`config.mk`:
```
export PLATFORM = sky130hd
export DESIGN_NAME = result_capture
export DESIGN_NICKNAME = d
export VERILOG_FILES = /design/src/rtl/result_capture_pkg.sv /design/src/rtl/result_capture_fifo.sv /design/src/rtl/result_capture.sv
export SDC_FILE = /design/constraint.sdc
export NUM_CORES = 1
export LEC_CHECK = 0
export ABC_AREA = 1
export BUFFER_PORTS_ARGS = -buffer_cell sky130_fd_sc_hd__buf_4
export CAP_MARGIN = 20
export CORE_MARGIN = 4
export CORE_UTILIZATION = 55
export DETAILED_ROUTE_END_ITERATION = 8
export PLACE_DENSITY = 0.7
export REMOVE_ABC_BUFFERS = 1
export SYNTH_ARGS = -nofsm -noshare
export SYNTH_HDL_FRONTEND = slang
export SYNTH_SLANG_ARGS = --single-unit
```
`constraint.sdc`:
```
create_clock -name CLK -period 12.9 [get_ports CLK]
set_input_delay 0.645 -clock CLK [delete_from_list [all_inputs] [get_ports CLK]]
set_output_delay 0.645 -clock CLK [all_outputs]
set_load 0.03 [all_outputs]
```
`src/rtl/result_capture_pkg.sv`:
```
// ---------------------------------------------------------------------------
// result_capture_pkg: shared widths, defaults and FSM encoding. Rev 1.0
// ---------------------------------------------------------------------------
`default_nettype none

package result_capture_pkg;

  localparam int DATA_W        = 16;
  localparam int DEFAULT_DEPTH = 4;
  localparam int DEFAULT_CNT_W = 32;

  localparam logic [0:0] ST_IDLE   = 1'b0;
  localparam logic [0:0] ST_TIMING = 1'b1;

endpackage

`default_nettype wire

```
`src/rtl/result_capture_fifo.sv`:
```
// ---------------------------------------------------------------------------
// result_fifo: circular buffer with a registered head stage. Rev 1.0
// ---------------------------------------------------------------------------
`default_nettype none

module result_fifo #(
  parameter int DEPTH = 4,
  parameter int W     = 64
) (
  input  logic                     CLK,
  input  logic                     RST,
  input  logic                     push_i,
  input  logic [W-1:0]             push_data_i,
  input  logic                     pop_i,
  output logic                     full_o,
  output logic                     empty_o,
  output logic                     rd_valid_o,
  output logic [W-1:0]             rd_data_o,
  output logic [$clog2(DEPTH):0]   count_o
);

  localparam int AW = $clog2(DEPTH);
  localparam int CW = AW + 1;

  logic [W-1:0]  mem_q [DEPTH];
  logic [AW-1:0] wr_ptr_q, wr_ptr_d;
  logic [AW-1:0] rd_ptr_q, rd_ptr_d;
  logic [AW-1:0] rd_sel;
  logic [CW-1:0] count_q, count_d;
  logic [CW-1:0] avail;
  logic          rd_valid_q, rd_valid_d;
  logic [W-1:0]  rd_data_q, rd_data_d;
  logic          pop;
  logic          wr_en;

  assign pop     = pop_i & rd_valid_q;
  assign full_o  = (count_q == CW'(DEPTH));
  assign empty_o = (count_q == '0);
  assign wr_en   = push_i & (~full_o | pop);

  // The head stage only sees entries already in memory before this edge, so a
  // push into an empty buffer surfaces one edge later.
  always_comb begin
    rd_sel     = rd_ptr_q + AW'(pop);
    avail      = count_q - CW'(pop);
    wr_ptr_d   = wr_ptr_q + AW'(wr_en);
    rd_ptr_d   = rd_sel;
    count_d    = avail + CW'(wr_en);
    rd_valid_d = (avail != '0);
    rd_data_d  = rd_valid_d ? mem_q[rd_sel] : rd_data_q;
  end

  always_ff @(posedge CLK) begin
    if (wr_en) begin
      mem_q[wr_ptr_q] <= push_data_i;
    end
  end

  always_ff @(posedge CLK or posedge RST) begin
    if (RST) begin
      wr_ptr_q   <= '0;
      rd_ptr_q   <= '0;
      count_q    <= '0;
      rd_valid_q <= 1'b0;
      rd_data_q  <= '0;
    end else begin
      wr_ptr_q   <= wr_ptr_d;
      rd_ptr_q   <= rd_ptr_d;
      count_q    <= count_d;
      rd_valid_q <= rd_valid_d;
      rd_data_q  <= rd_data_d;
    end
  end

  assign rd_valid_o = rd_valid_q;
  assign rd_data_o  = rd_data_q;
  assign count_o    = count_q;

endmodule

`default_nettype wire

```
`src/rtl/result_capture.sv`:
```
// ---------------------------------------------------------------------------
// result_capture: times operand-to-result latency and queues the results. Rev 1.0
// ---------------------------------------------------------------------------
`default_nettype none

module result_capture
  import result_capture_pkg::*;
#(
  parameter int DEPTH = DEFAULT_DEPTH,
  parameter int CNT_W = DEFAULT_CNT_W
) (
  input  logic                   CLK,
  input  logic                   RST,
  input  logic [DATA_W-1:0]      in_data,
  input  logic [DATA_W-1:0]      out_result,
  input  logic                   rd_ready,
  output logic                   rd_valid,
  output logic [DATA_W-1:0]      rd_result,
  output logic [DATA_W-1:0]      rd_operand,
  output logic [CNT_W-1:0]       rd_cycles,
  output logic [$clog2(DEPTH):0] count,
  output logic                   overflow
);

  localparam int EW = 2 * DATA_W + CNT_W;

  logic [0:0]        state_q, state_d;
  logic [CNT_W-1:0]  cnt_q, cnt_d, cnt_inc;
  logic [DATA_W-1:0] op_q, op_d;
  logic [DATA_W-1:0] prev_in_q, prev_res_q;
  logic              overflow_q, overflow_d;
  logic              in_chg, res_chg;
  logic              push, pop;
  logic              full, empty;
  logic [EW-1:0]     push_data, head_data;

  assign in_chg  = (in_data != prev_in_q);
  assign res_chg = (out_result != prev_res_q);
  assign cnt_inc = (&cnt_q) ? cnt_q : cnt_q + CNT_W'(1);

  always_comb begin
    state_d = state_q;
    cnt_d   = cnt_q;
    op_d    = op_q;
    push    = 1'b0;
    case (state_q)
      ST_IDLE: begin
        if (in_chg) begin
          state_d = ST_TIMING;
          cnt_d   = '0;
          op_d    = in_data;
        end
      end
      ST_TIMING: begin
        if (res_chg) begin
          push = 1'b1;
          if (in_chg) begin
            cnt_d = '0;
            op_d  = in_data;
          end else begin
            state_d = ST_IDLE;
          end
        end else if (in_chg) begin
          cnt_d = '0;
          op_d  = in_data;
        end else begin
          cnt_d = cnt_inc;
        end
      end
      default: state_d = ST_IDLE;
    endcase
  end

  // The completing edge itself counts toward the latency.
  assign push_data  = {out_result, op_q, cnt_inc};
  assign pop        = rd_ready & rd_valid & ~empty;
  assign overflow_d = overflow_q | (push & full & ~pop);

  always_ff @(posedge CLK or posedge RST) begin
    if (RST) begin
      state_q    <= ST_IDLE;
      cnt_q      <= '0;
      op_q       <= '0;
      prev_in_q  <= '0;
      prev_res_q <= '0;
      overflow_q <= 1'b0;
    end else begin
      state_q    <= state_d;
      cnt_q      <= cnt_d;
      op_q       <= op_d;
      prev_in_q  <= in_data;
      prev_res_q <= out_result;
      overflow_q <= overflow_d;
    end
  end

  result_fifo #(
    .DEPTH (DEPTH),
    .W     (EW)
  ) u_fifo (
    .CLK         (CLK),
    .RST         (RST),
    .push_i      (push),
    .push_data_i (push_data),
    .pop_i       (pop),
    .full_o      (full),
    .empty_o     (empty),
    .rd_valid_o  (rd_valid),
    .rd_data_o   (head_data),
    .count_o     (count)
  );

  assign rd_result  = head_data[EW-1 -: DATA_W];
  assign rd_operand = head_data[CNT_W +: DATA_W];
  assign rd_cycles  = head_data[CNT_W-1:0];
  assign overflow   = overflow_q;

endmodule

`default_nettype wire

```
-- Word-level counts from Yosys, hierarchy flattened
Memories as Yosys holds them, arrays and structs flattened. A register that Yosys moved wholly into a read port is not among the register bits.
Cells that the tools add are included.
- flip-flop bits (word level): 90
- bits in writable memories: 256
- output and inout port bits: 69
- memories: 1
- memories (memory ; depth ; width ; read ports ; clocked after Yosys merged registers in ; write ports ; line ; text):
    u_fifo.mem_q ; 4 ; 64 ; 1 ; 1 ; 1 ; result_capture_fifo.sv:25 ; logic [W-1:0] mem_q [DEPTH];
- add/subtract/negate cells: 5
- eq/ne operators: 3
- muxes and demuxes: 13
- bitwise logic cells: 12
- reduce and logical (&&, ||, !) cells: 3
- operator list (operator ; count):
    32-bit two-way mux ; 4
    32-bit one-hot mux with 2 select lines ; 1
    32-bit by 1-bit adder with 32-bit output (second input constant) ; 1
    16-bit != test ; 2
    32-bit AND reduction ; 1
    16-bit two-way mux ; 1
    1-bit AND ; 6
    1-bit two-way mux ; 6
    2-bit by 1-bit adder with 2-bit output ; 2
    1-bit inverter ; 4
    3-bit by 1-bit adder with 3-bit output ; 1
    3-bit equality test (second input constant) ; 1
    3-bit zero test ; 1
    3-bit nonzero test ; 1
    3-bit by 1-bit subtractor with 3-bit output ; 1
    1-bit bitwise OR ; 2
    1-bit one-hot mux with 2 select lines ; 1

-- Logic depth before layout (Yosys ltp)
Gate-level depths: netlist (run 1).
- word-level depth: 8
- depth in mapped cells: 12
- depth with buffers taken out: 12

-- Hierarchy
A second synthesis (run 1) with hierarchy kept.
- cell total of the unflattened synthesis: 1832
- area, all modules: 17752.0 um^2
- modules (own cells, without submodules) (module ; times used ; cells each ; area each (um^2)):
    result_fifo ; 1 ; 1195 ; 12941.2
    result_capture ; 1 ; 637 ; 4810.9

-- Worst setup path after synthesis (run 1)
Ideal clock, no wire load.
- path type: input -> register
- from: input out_result[7]
- to: memory u_fifo.mem_q[0][0] (enable)
- setup time: 0.487 ns
- data arrival time: 3.914 ns
- setup slack: 8.499 ns
- stages on the path: 9
- path buffers: 0
- cell sequence: nand2_1 -> inv_1 -> nor2_1 -> nor2_1 -> nand2_1 -> nor2_1 -> nand2_1 -> nand3_1 -> nor2_1
- cells in the longest elaborated chain, start to end: 6
- ends and longest elaborated chain (what ; line ; text):
    start: declaration ; result_capture.sv:15 ; input logic [DATA_W-1:0] out_result,
    16-bit != test ; result_capture.sv:38 ; assign res_chg = (out_result != prev_res_q);
    1-bit two-way mux ; result_capture.sv:55 ; if (res_chg) begin
    1-bit two-way mux ; result_capture.sv:46 ; case (state_q)
    1-bit AND ; result_capture_fifo.sv:39 ; assign wr_en = push_i & (~full_o | pop);
    1-bit two-way mux ; result_capture_fifo.sv:54 ; if (wr_en) begin
    1-bit two-way mux (not written as such) ; result_capture_fifo.sv:55 ; mem_q[wr_ptr_q] <= push_data_i;
    end: declaration ; result_capture_fifo.sv:25 ;
Every way passes these cells.

-- Final worst setup path (run 1)
- from: register u_fifo.count_q[1] (netlist: u_fifo.count_o[1])
- to: register u_fifo.rd_data_q[4] (netlist: u_fifo.rd_data_o[4]), read port of u_fifo.mem_q
- cells in the longest elaborated chain, start to end: 6
- ends and longest elaborated chain (what ; line ; text):
    start: declaration ; result_capture_fifo.sv:29 ; logic [CW-1:0] count_q, count_d;
    start signal: assignment ; result_capture_fifo.sv:69 ; count_q <= count_d;
    3-bit zero test ; result_capture_fifo.sv:38 ; assign empty_o = (count_q == '0);
    1-bit inverter ; result_capture.sv:76 ; assign pop = rd_ready & rd_valid & ~empty;
    1-bit AND ; result_capture.sv:76 ;
    1-bit AND ; result_capture_fifo.sv:36 ; assign pop = pop_i & rd_valid_q;
    3-bit by 1-bit subtractor with 3-bit output ; result_capture_fifo.sv:45 ; avail = count_q - CW'(pop);
    3-bit nonzero test ; result_capture_fifo.sv:49 ; rd_valid_d = (avail != '0);
    end: declaration ; result_capture_fifo.sv:32 ; logic [W-1:0] rd_data_q, rd_data_d;
Parallel ways exist; a longest one is shown, timed or not.
A chain may end at the register's enable or synchronous reset.

==> metrics.txt, run 1 <==
outcome=complete, no violations; PD cells=256 nW/um^2; TritonCTS Buffers=42; number of synthesized register bits=410; largest net degree at the start of global routing=111; sequence of cells on the critical path=nor3_1, nor2_1, ha_4, xnor2_4, buf_4, inv_2, buf_4, o211ai_1, a31oi_1; crit-path max FO=65; CTS Hold Bufs=0; minimum clock period=3.24 ns; max cap viols=0; CTS root buf=clkbuf_16; die area=34200 sq um; final std cells w/o fill=2079; Overflow after GRT=0; CTS sink cnt=410; sw frac=0.369; Die Width=185 um; layout cell share with drive strength beyond 1=0.141; crit path buf inv count=3; worst setup path category=reg -> reg; DR vias/cell=5.43; Clock Power Share=0.241; CTS resizes=0; IO Pins=104; die height=185 um; Placed Area=18300 sq um; WL final=36100 um; initial antenna violation count=0; Slowest cell on crit path=buf_4; max-slew violation count=0; Reg area=11500 sq um; routed vias=11300; fmax=0.308 GHz; Finish-stage setup viols=0; P_int=3.18 mW; drt pass-1 iters=5; CTS tree=yes; gr usage total=0.214; Place WS=9.30 ns; Top delay family on crit path=buffers and inverters; Post-Syn Area per Cell=11.0 sq um; Routed Antenna Nets=0; CP Data Required Time=13.27 ns; fin crit share=0.252; final hold vios=0; Core Region=30700 sq um; Mapped Cells=1567; WP data arrival=3.61 ns; diode count=0; Placement Rows=64; # Post-CTS Setup Buffers=0; commonest non-fill, non-tap cell in the layout=nand2_1; Initial Util=0.559; Sequential Power Share=0.407; post-synthesis sequential area ratio=0.671; CP Capture Type=flip-flop; Multi-input gate area=4590 sq um; Buffers on Ports=103; clk buf depth=3; Tightest Hold Check Type=in -> reg; Fin Clk Skew=0.0125 ns; Crit path top cell by count=buf_4; post-DP HPWL=21300 um; synthesized area=17200 sq um; vias in the first global route=11200; Final #Nets=1692; Core Util, Final=0.639; setup TNS=0 ns; initial drt markers=834; PnR Total Power=5.04 mW; VDD IR max=167 uV; Slew HR=0.302; Clock Latency Late Sink=0.53 ns; RSZ-0062 raised after global routing=no; placed cells=2002; hold_ws=0.232 ns; GPL Wtd Cong=0.924; area delta synth->final=14.4%; Design Area, Final=19700 sq um; most frequent cells in the layout=nand2_1, edfxtp_1, inv_1; Syn. warnings=0; clock-pin slew on the worst setup and hold paths=0.06 ns; distinct cell type count after synthesis=28; fillers=2360; H-tree levels=2; Residual DRC=0; CP max stage delay=0.67 ns; global-route wire length before repair=58500 um; minimum setup slack in the final design=9.66 ns; startpoint type of the worst setup path=flip-flop; Comb power frac=0.352; LEAKAGE=8.31 nW; switching power=1.86 mW; slew of the pin with the lowest slew margin=1.05 ns; wire per inst=17.4 um
-- path summary, 6_finish.rpt --
kind,from,to,cells after the start,slack (ns)
worst max-delay path,u_fifo.count_o[1],u_fifo.rd_data_o[4],9,9.66
worst min-delay path,in_data[4],prev_in_q[4],1,0.23
worst max register to register,u_fifo.count_o[1],u_fifo.rd_data_o[4],9,9.66
worst min register to register,op_q[12],u_fifo.mem_q[3][44],0,0.52
max in group asynchronous,RST,u_fifo.rd_data_o[17],3,11.11
min in group asynchronous,RST,prev_in_q[15],2,0.29
-- synthesized netlist by cell type (all sizes together) --
library cell | instances | share of area
nor3 | 1 | 0.00029
a31oi | 64 | 0.023
xnor2 | 13 | 0.0066
nand3 | 115 | 0.043
nor2 | 151 | 0.036
clkbuf | 47 | 0.010
edfxtp | 256 | 0.45
o21bai | 1 | 0.00044
xor2 | 3 | 0.0015
dfrtp | 154 | 0.22
o211ai | 128 | 0.056
ha | 7 | 0.0051
nand2 | 358 | 0.080
inv | 206 | 0.045
nand4 | 3 | 0.0011
buf | 29 | 0.011
o21ai | 24 | 0.0070
or2 | 7 | 0.0025
-- metal layers --
layer | wire length (um) | vias up | GRT usage
li1 | - | 5460 | -
met1 | 15000 | 5533 | 0.278
met2 | 18800 | 244 | 0.385
met3 | 1660 | 52 | 0.0287
met4 | 622 | 0 | 0.0528
met5 | 0 | - | 0
-- state kept, by name (all words and copies together), names as in the netlist --
name               cells
prev_res_q            16
state_q                1
cnt_q                 32
u_fifo.mem_q         256
u_fifo.count_o         3
u_fifo.rd_data_o      64
prev_in_q             16
u_fifo.rd_ptr_q        2
u_fifo.rd_valid_o      1
overflow               1
op_q                  16
u_fifo.wr_ptr_q        2
-- final cells by class --
type,count,area share
clock buffer,68,0.0662
clock inverter,9,0.00464
inverter,206,0.0396
multi-input combinational,875,0.234
sequential,410,0.587
tap,396,0.0252
timing repair buffer,115,0.0439
-- cell families after synthesis --
kind of cell,after synthesis,share of synthesized area
AOI/OAI and AO/OA,217,0.0866
DFF,410,0.671
adders and majority gates,7,0.00509
and+or+nand+nor,635,0.163
xor gates and xnor gates,16,0.00815
buffers and inverters,282,0.0662
-- worst reg2reg max path, stage by stage (launching register included) --
cell      delay (ns)
dfrtp_1         0.40
nor3_1          0.19
nor2_1          0.11
ha_4            0.19
xnor2_4         0.14
buf_4           0.67
inv_2           0.65
buf_4           0.44
o211ai_1        0.18
a31oi_1         0.13
-- power by group through the flow --
stage	clock, mW	sequential, mW	combinational, mW
global route	1.29	2.09	1.97
CTS	1.23	2.06	1.81
global placement	0	2.06	1.74
finish	1.21	2.05	1.77
detailed placement	0	2.08	1.80
floorplan	0	2.28	1.05
Power figures use the tool's default switching activity.
==> run 2, diff against run 1 <==
==> constraint.sdc (replaced) <==
create_clock -name CLK -period 3 [get_ports CLK]
set_input_delay 0.15 -clock CLK [delete_from_list [all_inputs] [get_ports CLK]]
set_output_delay 0.15 -clock CLK [all_outputs]
set_load 0.03 [all_outputs]
==> run 2 against run 1 <==
First-iteration DRC count down 3.8%. Global-route usage decreased by 0.30 points. Flip-flop and latch count did not move. Largest power group unchanged. Sequential power rose to 4.3 times the previous value. Final cell count rose by 2.0%. Register-to-register slack worse by 9.0 ns. Routed wire length down 1.7%. Clock power rose to 4.4 times the previous value. Clock skew is 0.0010 ns lower. Die area did not move.
==> metrics.txt, run 2 (synthesized netlist as in run 1, its figures left out) <==
Finish-stage setup viols=0; minimum clock period=2.36 ns; startpoint type of the worst setup path=flip-flop; CTS resizes=0; clk buf depth=3; RSZ-0062 raised after global routing=no; post-DP HPWL=21500 um; global-route wire length before repair=58400 um; Slowest cell on crit path=nor2_4; minimum setup slack in the final design=0.640 ns; most frequent cells in the layout=nand2_1, edfxtp_1, inv_1; fmax=0.424 GHz; Final #Nets=1734; Comb power frac=0.362; Routed Antenna Nets=0; Top delay family on crit path=simple AND/OR/NAND/NOR gates; P_int=14.1 mW; Fin Clk Skew=0.0115 ns; WL final=35500 um; Initial Util=0.559; Tightest Hold Check Type=in -> reg; LEAKAGE=8.57 nW; Placement Rows=64; commonest non-fill, non-tap cell in the layout=nand2_1; Residual DRC=0; diode count=0; routed vias=11400; sw frac=0.362; sequence of cells on the critical path=nand2_1, inv_1, nor2_1, nor2_1, nand2_1, nor2_1, nand2_1, nand3_1, nor2_4, buf_12; Core Region=30700 sq um; initial antenna violation count=0; CP Capture Type=flip-flop; crit path buf inv count=2; CTS tree=yes; Buffers on Ports=103; outcome=complete, no violations; drt pass-1 iters=5; # Post-CTS Setup Buffers=0; max-slew violation count=0; Largest register FFs=256; VDD IR max=731 uV; Place WS=0.671 ns; switching power=8.01 mW; Placed Area=18500 sq um; most flop-heavy register=u_fifo.mem_q; largest net degree at the start of global routing=123; Sequential Power Share=0.398; DR vias/cell=5.39; fillers=2373; Clock Power Share=0.240; H-tree levels=2; TritonCTS Buffers=42; Die Width=185 um; wire per inst=16.8 um; CP max stage delay=0.47 ns; max cap viols=0; slew of the pin with the lowest slew margin=0.865 ns; die height=185 um; CTS root buf=clkbuf_16; layout cell share with drive strength beyond 1=0.146; WP data arrival=2.56 ns; Overflow after GRT=0; fin crit share=0.787; PD cells=1090 nW/um^2; Clock Latency Late Sink=0.53 ns; CTS sink cnt=410; area delta synth->final=17.8%; gr usage total=0.211; initial drt markers=802; CP Data Required Time=3.20 ns; Slew HR=0.423; crit-path max FO=35; clock-pin slew on the worst setup and hold paths=0.06 ns; final hold vios=0; worst setup path category=reg -> reg; Design Area, Final=20300 sq um; PnR Total Power=22.1 mW; die area=34200 sq um; GPL Wtd Cong=0.895; CTS Hold Bufs=33; vias in the first global route=11400; hold_ws=0.0496 ns; setup TNS=0 ns; IO Pins=104
[run 2: layout make-up]
class	instances	area, sq um	share of cell area
Sequential cell	410	11500	0.570
Multi-Input combinational cell	875	4580	0.226
Timing Repair Buffer	157	1450	0.0715
Clock buffer	55	1150	0.0568
Inverter	206	778	0.0384
Tap cell	396	495	0.0245
Clock inverter	22	263	0.0130
[run 2: power groups by stage]
stage	combinational (mW)	clock, mW	sequential, mW
6_report	8.00	5.30	8.79
5_1_grt	8.87	5.65	8.95
4_1_cts	8.13	5.39	8.80
3_5_place_dp	8.08	0	8.89
3_3_place_gp	7.85	0	8.84
2_1_floorplan	3.54	0	9.77
[run 2: final timing paths]
| kind | from | endpoint | slack [ns] | cells after the start |
|---|---|---|---|---|
| max | prev_res_q[5] | u_fifo.mem_q[3][27] | 0.64 | 10 |
| min | rd_ready | overflow | 0.05 | 4 |
| max reg2reg | prev_res_q[5] | u_fifo.mem_q[3][27] | 0.64 | 10 |
| min reg2reg | op_q[11] | u_fifo.mem_q[0][43] | 0.52 | 0 |
| max in group asynchronous | RST | u_fifo.rd_data_o[34] | 1.93 | 4 |
| min in group asynchronous | RST | u_fifo.rd_data_o[58] | 0.30 | 3 |
[run 2: per-stage QoR]
step	util	std cells
2_1_floorplan	-	1491
3_3_place_gp	0.602	2011
3_5_place_dp	0.602	2011
4_1_cts	0.659	2121
5_1_grt	0.659	2121
6_report	0.659	2121
[run 2: layer usage]
layer,vias to the layer above,global-route usage,share of wire
met4,0,0.0617,0.023
met1,5590,0.285,0.43
met5,-,0,0
li1,5542,-,-
met3,66,0.0291,0.040
met2,238,0.363,0.50
[run 2: tightest hold or removal path, stage by stage]
cell and delay [ns]:
buf_4 0.08, nand2_1 0.07, nand4_1 0.14, o21bai_1 0.10
==> run 3, diff against run 2 <==
--- a/config.mk
+++ b/config.mk
@@ -11,7 +11,7 @@
 export CORE_MARGIN = 4
 export CORE_UTILIZATION = 55
 export DETAILED_ROUTE_END_ITERATION = 8
-export PLACE_DENSITY = 0.7
+export PLACE_DENSITY = 0.73
 export REMOVE_ABC_BUFFERS = 1
 export SYNTH_ARGS = -nofsm -noshare
 export SYNTH_HDL_FRONTEND = slang
==> constraint.sdc (replaced) <==
create_clock -name CLK -period 1.9 [get_ports CLK]
set_input_delay 0.095 -clock CLK [delete_from_list [all_inputs] [get_ports CLK]]
set_output_delay 0.095 -clock CLK [all_outputs]
set_load 0.03 [all_outputs]
==> run 3 against run 2 <==
The flow now finishes with violations (negative setup slack). Sequential power rose by 60%. Via count increased by 9.2%. Non-clock buffer count rose by 100. Design area increased by 11%. Count of clock-buffer cells in the layout is 3 lower. Sequential share of layout area fell by 5.4 points. Routed wire length up 26%. Register-to-register slack worse by 0.75 ns. First-iteration DRC count grew 40%. Global-route usage increased by 1.7 points. Utilization rose by 7.0 points. Flip-flop and latch count did not move. Critical path type unchanged. Largest cell class unchanged. Highest routed layer unchanged.
==> metrics.txt, run 3 (synthesized netlist as in run 1, its figures left out) <==
global-route wire length before repair=62100 um; failing checks=negative setup slack; CP Data Required Time=2.32 ns; initial drt markers=1123; sequence of cells on the critical path=nor3_2, nor2_2, ha_2, ha_4, xnor2_4, nand3_4, buf_6, buf_16, nor2_1, a31oi_1; Slowest cell on crit path=dfrtp_1; startpoint type of the worst setup path=flip-flop; Clock Latency Late Sink=0.55 ns; area delta synth->final=30.3%; Tightest Hold Check Type=in -> async; PD cells=1860 nW/um^2; Top delay family on crit path=simple AND/OR/NAND/NOR gates; outcome=complete, but fails checks; minimum clock period=2.01 ns; fin crit share=1.06; CP Capture Type=flip-flop; RR Startpoint=u_fifo.count_o[1]; H-tree levels=2; minimum setup slack in the final design=-0.106 ns; initial antenna violation count=0; crit path buf inv count=2; fillers=1933; post-DP HPWL=22700 um; max cap viols=0; Place WS=-0.220 ns; IO Pins=104; WP data arrival=2.43 ns; Routed Antenna Nets=0; WL final=44900 um; RSZ-0062 raised after global routing=yes; drt pass-1 iters=5; CP max stage delay=0.38 ns; CTS tree=yes; reg2reg setup slack=-0.11 ns; clock-pin slew on the worst setup and hold paths=0.06 ns; Overflow after GRT=0; vias in the first global route=12100; Buffers on Ports=103; die area=34200 sq um; routed vias=12500; final hold vios=0; crit-path max FO=26; Residual DRC=0; setup TNS=-7.47 ns; wire per inst=20.2 um; slew of the pin with the lowest slew margin=0.377 ns; worst setup path category=reg -> reg; Finish-stage setup viols=202; commonest non-fill, non-tap cell in the layout=nand2_1; Slew HR=0.749; die height=185 um; LEAKAGE=9.47 nW; Reg area=11500 sq um; Initial Util=0.559; reg2reg end=u_fifo.rd_data_o[36]; TritonCTS Buffers=43; VDD IR max=1300 uV; DR vias/cell=5.62; most flop-heavy register=u_fifo.mem_q; Largest register FFs=256; PnR Total Power=41.6 mW; layout cell share with drive strength beyond 1=0.227; largest net degree at the start of global routing=69; diode count=0; Fin Clk Skew=0.0194 ns; Core Region=30700 sq um; max-slew violation count=0; Die Width=185 um; GPL Wtd Cong=0.975; Final #Nets=1835; most frequent cells in the layout=nand2_1, edfxtp_1, inv_1; CTS root buf=clkbuf_16; fmax=0.498 GHz; CTS sink cnt=410; Multi-input gate area=4930 sq um; Placement Rows=64; worst-case reg-to-reg path depth=10; clk buf depth=3; gr usage total=0.228
[run 3: changes by cell type in the layout (fill, tap and decap cells not counted), sizes merged]
| cell | previous run | this run |
|---|---|---|
| buf | 124 | 202 |
| clkbuf | 55 | 74 |
| clkinv | 13 | 19 |
| clkinvlp | 2 | 1 |
[run 3: worst max path at each step]
stage / cells past startpoint / startpoint / end / slack (ns)
2_1_floorplan: 7 / u_fifo.count_o[1] / u_fifo.rd_data_o[0] / -3.88
3_3_place_gp: 10 / u_fifo.count_o[1] / u_fifo.rd_data_o[11] / -0.15
3_5_place_dp: 10 / u_fifo.count_o[1] / u_fifo.rd_data_o[41] / -0.22
4_1_cts: 11 / u_fifo.count_o[2] / u_fifo.rd_data_o[4] / -0.07
5_1_grt: 10 / u_fifo.count_o[1] / u_fifo.rd_data_o[36] / -0.23
6_report: 10 / u_fifo.count_o[1] / u_fifo.rd_data_o[36] / -0.11
[run 3: metal layers]
layer  share of wire  up-vias  track usage
li1                -     5766            -
met1            0.39     6122        0.284
met2            0.52      503        0.406
met3           0.064      100       0.0387
met4           0.027        0       0.0760
met5               0        -            0
[run 3: per-stage QoR]
stage / hold WS [ns] / area, sq um / util / cells
after floorplan: 0.126 / 16800 / - / 1491
after global placement: 0.0984 / 19000 / 0.619 / 2054
after detailed placement: 0.103 / 19000 / 0.619 / 2054
after CTS: 0.0736 / 21300 / 0.694 / 2184
after global routing: 0.121 / 22400 / 0.728 / 2223
final: 0.0880 / 22400 / 0.728 / 2223
[run 3: layout make-up]
| cell class | instances | share of cell area |
|---|---|---|
| sequential | 410 | 0.515 |
| clock inverter | 27 | 0.0136 |
| tap | 396 | 0.0221 |
| clock buffer | 52 | 0.0509 |
| timing repair buffer | 257 | 0.143 |
| inverter | 206 | 0.0349 |
| multi-input combinational | 875 | 0.220 |
[run 3: repair_timing]
item | CTS | global route
setup buffers | 11 | 9
cloned | 7 | 31
endpoints found under the setup margin | 185 | 334
pin swaps | 22 | 26
hold buffers | 33 | 0
hold endpoints to repair | 266 | 0
gates resized for setup | 66 | 76
[run 3: worst register-to-register path, stage by stage (launching register included)]
cell and delay [ns]:
dfrtp_1 0.38, nor3_2 0.19, nor2_2 0.06, ha_2 0.18
ha_4 0.18, xnor2_4 0.20, nand3_4 0.14, buf_6 0.18
buf_16 0.17, nor2_1 0.15, a31oi_1 0.05
[run 3: report_power, final]
group | switching [mW] | total [mW] | internal, mW | leakage, nW
sequential | 1.29 | 14.1 | 12.8 | 4.29
combinational | 10.6 | 18.9 | 8.28 | 4.47
clock | 3.47 | 8.59 | 5.12 | 0.715
